### config.mk
export PLATFORM = sky130hd
export DESIGN_NAME = prime_seek
export DESIGN_NICKNAME = d
export VERILOG_FILES = /design/src/rtl/prime_seek.sv
export SDC_FILE = /design/constraint.sdc
export NUM_CORES = 1
export LEC_CHECK = 0
export ABC_AREA = 1
export CORE_MARGIN = 8
export CORE_UTILIZATION = 60
export CTS_CLUSTER_SIZE = 40
export DETAILED_ROUTE_END_ITERATION = 10
export PLACE_DENSITY_LB_ADDON = 0.15
export SETUP_SLACK_MARGIN = 0.1
export SLEW_MARGIN = 10
export SYNTH_ARGS = -nofsm -noshare
export SYNTH_HDL_FRONTEND = slang
export SYNTH_SLANG_ARGS = --single-unit
### constraint.sdc
create_clock -name clk -period 6.28 [get_ports clk]
set_input_delay 1.256 -clock clk [delete_from_list [all_inputs] [get_ports clk]]
set_output_delay 1.256 -clock clk [all_outputs]
set_load 0.02 [all_outputs]
### src/rtl/prime_seek.sv
// prime_seek: nearest prime above/below the current value by odd trial division through divmod.
// Latency: 1 STEP + 1 CHECK cycle per candidate, plus 2 + divmod latency (W) cycles per divisor tested.
// Backpressure: go/load are only sampled while o_ready=1. They are ignored during a search.
// Ports: clk, rst (sync, active-high); i_go/i_load/i_from/i_dir host requests;
//        o_ready idle/result valid, o_error last search failed, o_res value/result, o_ops divmod calls.

// divmod: sequential restoring remainder unit computing mod = a % b.
// Latency: W cycles from the edge that accepts go until ready rises again.
// Backpressure: go is only sampled while ready=1. A zero divisor sets error and stays idle.
module divmod #(
  parameter int W = 16
) (
  input  logic         clk,
  input  logic         rst,
  input  logic         go,
  input  logic [W-1:0] a,
  input  logic [W-1:0] b,
  output logic         ready,
  output logic         error,
  output logic [W-1:0] mod
);
  localparam int CW = $clog2(W + 1);

  logic          r_busy;
  logic          r_err;
  logic [CW-1:0] r_cnt;
  logic [W-1:0]  r_a;
  logic [W-1:0]  r_b;
  logic [W-1:0]  r_rem;

  logic [W:0]    w_trial;
  logic [W-1:0]  w_diff;
  logic          w_ge;

  // Shift one dividend bit into the partial remainder. When the trial value is >= b,
  // the true difference is < b, so the low W bits of the subtraction are exact.
  assign w_trial = {r_rem, r_a[W-1]};
  assign w_ge    = w_trial >= {1'b0, r_b};
  assign w_diff  = w_trial[W-1:0] - r_b;

  always_ff @(posedge clk) begin
    if (rst) begin
      r_busy <= 1'b0;
      r_err  <= 1'b0;
      r_cnt  <= '0;
      r_a    <= '0;
      r_b    <= '0;
      r_rem  <= '0;
    end else if (!r_busy) begin
      if (go) begin
        if (b == '0) begin
          r_err <= 1'b1;
        end else begin
          r_err  <= 1'b0;
          r_busy <= 1'b1;
          r_cnt  <= CW'(W);
          r_a    <= a;
          r_b    <= b;
          r_rem  <= '0;
        end
      end
    end else begin
      r_rem <= w_ge ? w_diff : w_trial[W-1:0];
      r_a   <= {r_a[W-2:0], 1'b0};
      r_cnt <= r_cnt - CW'(1);
      if (r_cnt == CW'(1)) begin
        r_busy <= 1'b0;
      end
    end
  end

  assign ready = !r_busy;
  assign error = r_err;
  assign mod   = r_rem;
endmodule

module prime_seek #(
  parameter int WIDTH_LOG = 4
) (
  input  logic                        clk,
  input  logic                        rst,
  input  logic                        i_go,
  input  logic                        i_load,
  input  logic [(1 << WIDTH_LOG)-1:0] i_from,
  input  logic                        i_dir,
  output logic                        o_ready,
  output logic                        o_error,
  output logic [(1 << WIDTH_LOG)-1:0] o_res,
  output logic [15:0]                 o_ops
);
  localparam int W = 1 << WIDTH_LOG;

  typedef enum logic [2:0] {
    S_READY, S_ERROR, S_STEP, S_CHECK, S_WAIT_MOD_DLY, S_WAIT_MOD
  } state_t;

  state_t       r_state, w_state_nxt;
  logic         r_ready, r_error, r_mod_go, r_dir, r_first;
  logic [W-1:0] r_res, r_c, r_div;
  logic [W:0]   r_div_sq;
  logic [15:0]  r_ops;

  logic         w_dm_ready, w_dm_error;
  logic [W-1:0] w_mod;
  logic [W:0]   w_c_ext, w_up1, w_up2, w_dn1, w_dn2, w_cand;
  logic         w_up_take1, w_dn_take1, w_range_err, w_skip, w_is_prime;
  logic         w_load_acc, w_go_acc;

  // Candidate arithmetic is one bit wider than the datapath so that stepping past
  // 2^W-1 (upward) or below zero (downward) shows up in the top bit.
  assign w_c_ext    = {1'b0, r_c};
  assign w_up1      = w_c_ext + (W+1)'(1);
  assign w_up2      = w_c_ext + (W+1)'(2);
  assign w_dn1      = w_c_ext - (W+1)'(1);
  assign w_dn2      = w_c_ext - (W+1)'(2);
  // Only the first step may land on c+-1; an even first candidate other than 2 is skipped.
  assign w_up_take1 = r_first && (w_up1[0] || w_up1 == (W+1)'(2));
  assign w_dn_take1 = r_first && (w_dn1[0] || w_dn1 == (W+1)'(2));
  assign w_cand     = r_dir ? (w_dn_take1 ? w_dn1 : w_dn2) : (w_up_take1 ? w_up1 : w_up2);
  assign w_range_err = w_cand[W] || (r_dir && w_cand < (W+1)'(2));
  // Only an upward search from 0 meets candidate 1. It keeps the first-step rule so that
  // the following candidate is 2 rather than 3.
  assign w_skip     = w_cand < (W+1)'(2);
  assign w_is_prime = r_div_sq > w_c_ext;

  divmod #(.W(W)) u_divmod (
    .clk   (clk),
    .rst   (rst),
    .go    (r_mod_go),
    .a     (r_c),
    .b     (r_div),
    .ready (w_dm_ready),
    .error (w_dm_error),
    .mod   (w_mod)
  );

  always_ff @(posedge clk) begin
    if (rst) begin
      r_state <= S_READY;
    end else begin
      r_state <= w_state_nxt;
    end
  end

  always_comb begin
    w_state_nxt = r_state;
    w_load_acc  = 1'b0;
    w_go_acc    = 1'b0;
    case (r_state)
      S_READY, S_ERROR: begin
        if (i_load) begin
          w_load_acc  = 1'b1;
          w_state_nxt = S_READY;
        end else if (i_go) begin
          w_go_acc    = 1'b1;
          w_state_nxt = S_STEP;
        end
      end
      S_STEP: begin
        if (w_range_err) begin
          w_state_nxt = S_ERROR;
        end else if (!w_skip) begin
          w_state_nxt = S_CHECK;
        end
      end
      S_CHECK:        w_state_nxt = w_is_prime ? S_READY : S_WAIT_MOD_DLY;
      S_WAIT_MOD_DLY: w_state_nxt = S_WAIT_MOD;
      S_WAIT_MOD: begin
        if (w_dm_error) begin
          w_state_nxt = S_ERROR;
        end else if (w_dm_ready) begin
          w_state_nxt = (w_mod == '0) ? S_STEP : S_CHECK;
        end
      end
      default:        w_state_nxt = S_READY;
    endcase
  end

  always_ff @(posedge clk) begin
    if (rst) begin
      r_ready  <= 1'b1;
      r_error  <= 1'b0;
      r_res    <= W'(1);
      r_ops    <= '0;
      r_mod_go <= 1'b0;
      r_dir    <= 1'b0;
      r_first  <= 1'b0;
      r_c      <= '0;
      r_div    <= '0;
      r_div_sq <= '0;
    end else begin
      r_ready  <= (w_state_nxt == S_READY) || (w_state_nxt == S_ERROR);
      r_error  <= w_state_nxt == S_ERROR;
      r_mod_go <= 1'b0;
      case (r_state)
        S_READY, S_ERROR: begin
          if (w_load_acc) begin
            r_res <= i_from;
          end else if (w_go_acc) begin
            r_dir   <= i_dir;
            r_ops   <= '0;
            r_c     <= r_res;
            r_first <= 1'b1;
          end
        end
        S_STEP: begin
          if (!w_range_err) begin
            r_c <= w_cand[W-1:0];
            if (!w_skip) begin
              r_first  <= 1'b0;
              r_div    <= W'(3);
              r_div_sq <= (W+1)'(9);
            end
          end
        end
        S_CHECK: begin
          if (w_is_prime) begin
            r_res <= r_c;
          end else begin
            r_mod_go <= 1'b1;
            if (r_ops != 16'hFFFF) begin
              r_ops <= r_ops + 16'd1;
            end
          end
        end
        S_WAIT_MOD: begin
          // (d+2)^2 = d^2 + 4d + 4: the square tracks the divisor without a multiplier.
          if (!w_dm_error && w_dm_ready && w_mod != '0) begin
            r_div_sq <= r_div_sq + ((W+1)'(r_div) << 2) + (W+1)'(4);
            r_div    <= r_div + W'(2);
          end
        end
        default: ;
      endcase
    end
  end

  assign o_ready = r_ready;
  assign o_error = r_error;
  assign o_res   = r_res;
  assign o_ops   = r_ops;
endmodule

==> flow_summary.toml, run 1 <==
[run_status]
status = "finished, final reports clean"

[synth]
synth_nets = 1668
synth_area_leaders = "dfxtp_1 28%, nand2_1 14%, ha_1 8.3%, a21oi_1 6.2%, nand3_1 6.1%"
synth_edf_count = 0
synth_ff_type = "dfxtp_1"
synth_common_cells = "393 x nand2_1, 161 x nor2_1, 143 x dfxtp_1"
netlist_area_mm2 = 0.0103
seq_area_frac_synth_pct = 27.9
syn_avg_cell_area_um2 = 6.50
async_flop_share_pct = 0
ys_types = 46
netlist.area_leader.share_pct = 27.9
yosys_warnings = 0
ys_ff_latch = 143
syn_inst = 1577
yosysMostFrequentCell = "nand2_1"
synth_top_area_cell = "dfxtp_1"

[routing]
antenna_left = 0
vias = 10349
via_per_inst = 5.69
drtIter0Drc = 957
wire_per_inst_um = 16.2
drt_pass1_iterations = 6
drt-total-wl_um = 29500
drc = 0

[setup_path]
r2r.worst_path.cells = 21
critical_path.top_delay_family = "simple AND/OR/NAND/NOR gates"
rrSetupSlack_ns = 1.83
path_class = "register to register"
slowest_delay_ns = 0.74
crit_fanout = 46
r2r-end = "r_div[1]"
worstReg2RegStart = "r_c[0]"
slowest_stage = "dfxtp_1"
cp.buffers_inverters = 1
worst_path_most_repeated_cell = "nand2_1"
cp-end-kind = "register"
critPathLaunchType = "register"
crit_chain = "inv_2 -> ha_1 -> nand2_2 -> nor2_2 -> nand2_1 -> xor2_1 -> nand2_1 -> nor2_2 -> nand3_4 -> nand2_4 -> nand2_1 -> nand3_1 -> nand2_1 -> nor2_1 -> nand2_1 -> nor2_2 -> nand2_2 -> nand3_4 -> nand2_4 -> o21ai_0 -> a21oi_1"
critPathArrivalTime_ns = 4.74
required_ns = 6.58

[floorplan]
chipHeight_um = 147
die_w_um = 147
ios = 55
initial_core_util_pct = 60.3
rows = 48
core_area_mm2 = 0.0170
die_area_mm2 = 0.0215

[clock_tree]
clkTransAtPathRegs_ns = 0.07
ctsResizeCount = 0
cts_root_buf = "clkbuf_16"
cts_buffer_depth = 2
ctsHoldBuffers = 0
clock-sinks = 143
postCtsSetupBuffers = 0
cts_buffers = 17
cts_max_level = 4
insertion_delay_ns = 0.43
cts_tree = "built"

[grt]
grt_busiest_layer = "met2"
grt-ovfl-total = 0
grt.met2_usage_pct = 43.6
grtUsageMet3_pct = 4.09
grt_usage_pct = 27.3
grt_pass1_vias = 9672
grt_use_met1_pct = 36.3
antenna_found_initial = 0
grt_start_max_net_pins = 70
grt_pass1_wl_um = 48500

[finish]
final_cell_area_mm2 = 0.0113
nets = 1671
drive_gt1_share_pct = 6.47
layout.core_utilization_pct = 66.7
n_antenna_cell = 0
finalNonFillerCells = 1818
area_growth_pct = 10.6
fill_cells = 1535

[min_path]
worstHoldEndpoint = "u_divmod.r_a[0]"
min_from = "u_divmod.r_a[0]"
hold_depth = 2
hold_class = "register to register"

[placement]
port_buffers = 54
dp_slack_ns = 2.01
gp_congestion = 0.926
dpl.hpwl_um = 21300
place_inst = 1786
post_dp_cell_area_mm2 = 0.0107

[sta]
fin_crit_sh_pct = 70.8
setup_viol = 0
final.setup.tns_ns = 0
finalHoldViolations = 0
drv_slew = 0
slew_headroom_pct = 44.5
fin_ws_ns = 1.83
hold-worst-slack_ns = 0.455
fmax_ghz = 0.225
worstMarginPinSlew_ns = 0.831
rsz0062_at_grt = "false"
period_needed_ns = 4.45
fin_worst_skew_ns = 0.0129

[pwr]
irDropWorstVdd_mv = 0.229
p_per_area_mw_per_mm2 = 239
p_leak_nw = 4.82
total_power_mw = 2.71

[flow_run]
maxCapViolations = 0
[registers in the layout, summed over array words and instances, names as in the netlist, 3 cells and up]
register	count
u_divmod.r_cnt	5
r_state	3
r_c	16
u_divmod.r_b	16
u_divmod.mod	16
o_res	16
r_div	16
r_div_sq	16
u_divmod.r_a	16
o_ops	16
[cell usage in the layout (no fill, tap or decap), drive strengths merged, types with 16 or more instances in the layout]
master,n
a21oi,128
a31oi,30
clkbuf,21
clkdlybuf4s50,53
dfxtp,143
ha,68
inv,150
nand2,409
nand3,128
nand4,16
nor2,179
nor3,31
o21ai,109
xor2,45
[where the power goes]
| part | internal, mW | switching, mW |
|---|---|---|
| Sequential | 0.947 | 0.0857 |
| Combinational | 0.232 | 0.427 |
| Clock | 0.588 | 0.431 |
[cells by family after synthesis]
group / synth area share [%]
adder cells (fa/ha/maj): 8.69
AO/OA/AOI/OAI: 15.2
XOR/XNOR: 4.95
buffers and inverters: 9.41
flip-flops: 27.9
AND/OR/NAND/NOR: 33.8
[how the worst max path moves through the flow]
stage | depth (start not counted) | to | startpoint
3_5_place_dp | 21 | r_div[1] | r_c[0]
5_1_grt | 21 | r_div_sq[7] | r_c[0]
3_3_place_gp | 21 | r_div[1] | r_c[0]
4_1_cts | 21 | r_div[1] | r_c[0]
6_report | 21 | r_div[1] | r_c[0]
2_1_floorplan | 24 | r_div_sq[2] | r_c[0]
[routing by layer]
metal	wire length (um)	share of wire (%)
met5	0	0
met4	810	2.7
met3	1730	5.9
met2	13500	46
met1	13500	46
[worst min-delay path, cell delays in order (launching register included)]
cell,delay [ns]
dfxtp_1,0.30
inv_1,0.06
a21oi_1,0.05
[cell type report]
class / instances / area [um2] / area share, %
Multi-Input combinational cell: 1206 / 6440 / 56.8
Timing Repair Buffer: 63 / 603 / 5.32
Sequential cell: 143 / 2860 / 25.3
Tap cell: 225 / 282 / 2.48
Clock buffer: 21 / 470 / 4.15
Clock inverter: 11 / 118 / 1.04
Inverter: 149 / 559 / 4.93
Power figures use the tool's default switching activity.
==> run 2, diff against run 1 <==
==> constraint.sdc (replaced) <==
create_clock -name clk -period 4.64 [get_ports clk]
set_input_delay 0.928 -clock clk [delete_from_list [all_inputs] [get_ports clk]]
set_output_delay 0.928 -clock clk [all_outputs]
set_load 0.02 [all_outputs]
==> run 2 against run 1 <==
Die area unchanged; global-route usage increased by 0.97 points; cell count increased by 0.83%; flip-flop and latch count unchanged; non-clock buffer count increased by 15; combinational power increased by 45%; sequential share of layout area decreased by 0.26 points; register-to-register slack got worse by 1.4 ns; sequential power increased by 33%; wire length increased by 3.6%; critical path type unchanged.
==> flow_summary.toml, run 2 (synthesized netlist as in run 1, its figures left out) <==
[floorplan]
ios = 55
chipHeight_um = 147
rows = 48
die_w_um = 147
core_area_mm2 = 0.0170
initial_core_util_pct = 60.3
die_area_mm2 = 0.0215

[setup_path]
crit_chain = "buf_4 -> inv_2 -> ha_1 -> nand2_2 -> nor2_2 -> nand2_1 -> xor2_1 -> nand2_1 -> nor2_2 -> nand3_4 -> nand2_4 -> nand2_1 -> nand3_1 -> nand2_1 -> nor2_1 -> nand2_1 -> nor2_2 -> nand2_2 -> nand3_4 -> nand2_8 -> o21ai_0 -> a21oi_1"
rrSetupSlack_ns = 0.44
slowest_delay_ns = 0.53
crit_fanout = 46
critPathLaunchType = "register"
worst_path_most_repeated_cell = "nand2_1"
cp-end-kind = "register"
critical_path.top_delay_family = "simple AND/OR/NAND/NOR gates"
path_class = "register to register"
required_ns = 4.95
slowest_stage = "dfxtp_1"
critPathArrivalTime_ns = 4.51
cp.buffers_inverters = 2

[routing]
antenna_left = 0
drt_pass1_iterations = 5
drt-total-wl_um = 30600
via_per_inst = 5.76
vias = 10567
wire_per_inst_um = 16.7
drc = 0
drtIter0Drc = 1038

[clock_tree]
cts_tree = "built"
cts_buffer_depth = 2
insertion_delay_ns = 0.44
clkTransAtPathRegs_ns = 0.07
cts_max_level = 4
cts_buffers = 17
clock-sinks = 143
ctsHoldBuffers = 0
cts_root_buf = "clkbuf_16"

[finish]
drive_gt1_share_pct = 7.34
layout.core_utilization_pct = 67.4
nets = 1686
fill_cells = 1589
n_antenna_cell = 0
final_common_cell = "nand2_1"
area_growth_pct = 11.7
mostFrequentLayoutCells = "393 x nand2_1, 160 x nor2_1, 143 x dfxtp_1"

[sta]
setup_viol = 0
finalHoldViolations = 0
fin_worst_skew_ns = 0.0116
slew_headroom_pct = 44.1
period_needed_ns = 4.20
fmax_ghz = 0.238
worstMarginPinSlew_ns = 0.837
fin_crit_sh_pct = 90.5
drv_slew = 0
final.setup.tns_ns = 0
rsz0062_at_grt = "false"
fin_ws_ns = 0.440

[grt]
grt_pass1_vias = 9901
grt_start_max_net_pins = 63
grt_usage_pct = 28.2
grt-ovfl-total = 0
grt_pass1_wl_um = 49800
antenna_found_initial = 0

[pwr]
p_per_area_mw_per_mm2 = 322
irDropWorstVdd_mv = 0.259
p_leak_nw = 4.89

[flow_run]
maxCapViolations = 0

[placement]
dpl.hpwl_um = 22200
dp_slack_ns = 0.489
gp_congestion = 0.963
port_buffers = 54

[run_status]
status = "finished, final reports clean"

[min_path]
hold_class = "register to register"
## run 2: cell count changes in the layout (fill, tap and decap cells not counted)
| cell | previous run | this run |
|---|---|---|
| buf_4 | 9 | 24 |
| clkbuf_8 | 3 | 0 |
| clkinv_8 | 0 | 1 |
| clkinvlp_4 | 2 | 4 |
| inv_6 | 5 | 3 |
| inv_8 | 1 | 3 |
| nand2_4 | 6 | 5 |
| nand2_8 | 0 | 1 |
## run 2: routing by layer
layer | wire length, um | track usage, % | vias to the layer above | part of all wire [%]
met1 | 13600 | 37.2 | 4885 | 45
met2 | 14000 | 44.9 | 371 | 46
met3 | 1920 | 4.46 | 71 | 6.3
li1 | - | - | 5240 | -
met4 | 991 | 12.4 | 0 | 3.2
met5 | 0 | 0 | - | 0
## run 2: final cells by class
class / instances / area [um2] / share of cell area, %
Clock buffer: 18 / 429 / 3.75
Sequential cell: 143 / 2860 / 25.0
Tap cell: 225 / 282 / 2.46
Timing Repair Buffer: 78 / 716 / 6.25
Clock inverter: 14 / 154 / 1.34
Multi-Input combinational cell: 1206 / 6450 / 56.3
Inverter: 149 / 559 / 4.88
## run 2: worst reg2reg max path, stage by stage, from the launching register on
cell     delay, ns
dfxtp_1       0.53
buf_4         0.24
inv_2         0.12
ha_1          0.28
nand2_2       0.16
nor2_2        0.07
nand2_1       0.09
xor2_1        0.22
nand2_1       0.09
nor2_2        0.20
nand3_4       0.24
nand2_4       0.26
nand2_1       0.10
nand3_1       0.14
nand2_1       0.13
nor2_1        0.10
nand2_1       0.07
nor2_2        0.17
nand2_2       0.09
nand3_4       0.22
nand2_8       0.26
o21ai_0       0.25
a21oi_1       0.06
## run 2: repair_timing
item,4_1_cts,5_1_grt
setup buffers,0,0
gates resized for setup,0,1
setup endpoints to repair,0,9
## run 2: where the power goes
group          internal, mW  total (mW)  switching [mW]
registers              1.28        1.37          0.0841
clock network         0.758        1.37           0.615
logic                 0.332       0.954           0.622
## run 2: worst paths after layout
path / to / depth (start not counted) / from
min: u_divmod.r_a[0] / 2 / u_divmod.r_a[0]
min reg2reg: u_divmod.r_a[0] / 2 / u_divmod.r_a[0]
max reg2reg: r_div_sq[6] / 22 / r_c[0]
max: r_div_sq[6] / 22 / r_c[0]
## run 2: stage by stage
| step | area [um2] | total power [mW] | cells | hold slack [ns] |
|---|---|---|---|---|
| final | 11500 | 3.69 | 1833 | 0.461 |
| after global routing | 11500 | 3.87 | 1833 | 0.480 |
| after CTS | 11400 | 3.69 | 1833 | 0.462 |
| after detailed placement | 10900 | 2.32 | 1801 | 0.454 |
| after global placement | 10900 | 2.31 | 1801 | 0.443 |
| after floorplan | 10300 | 2.07 | 1577 | 0.431 |
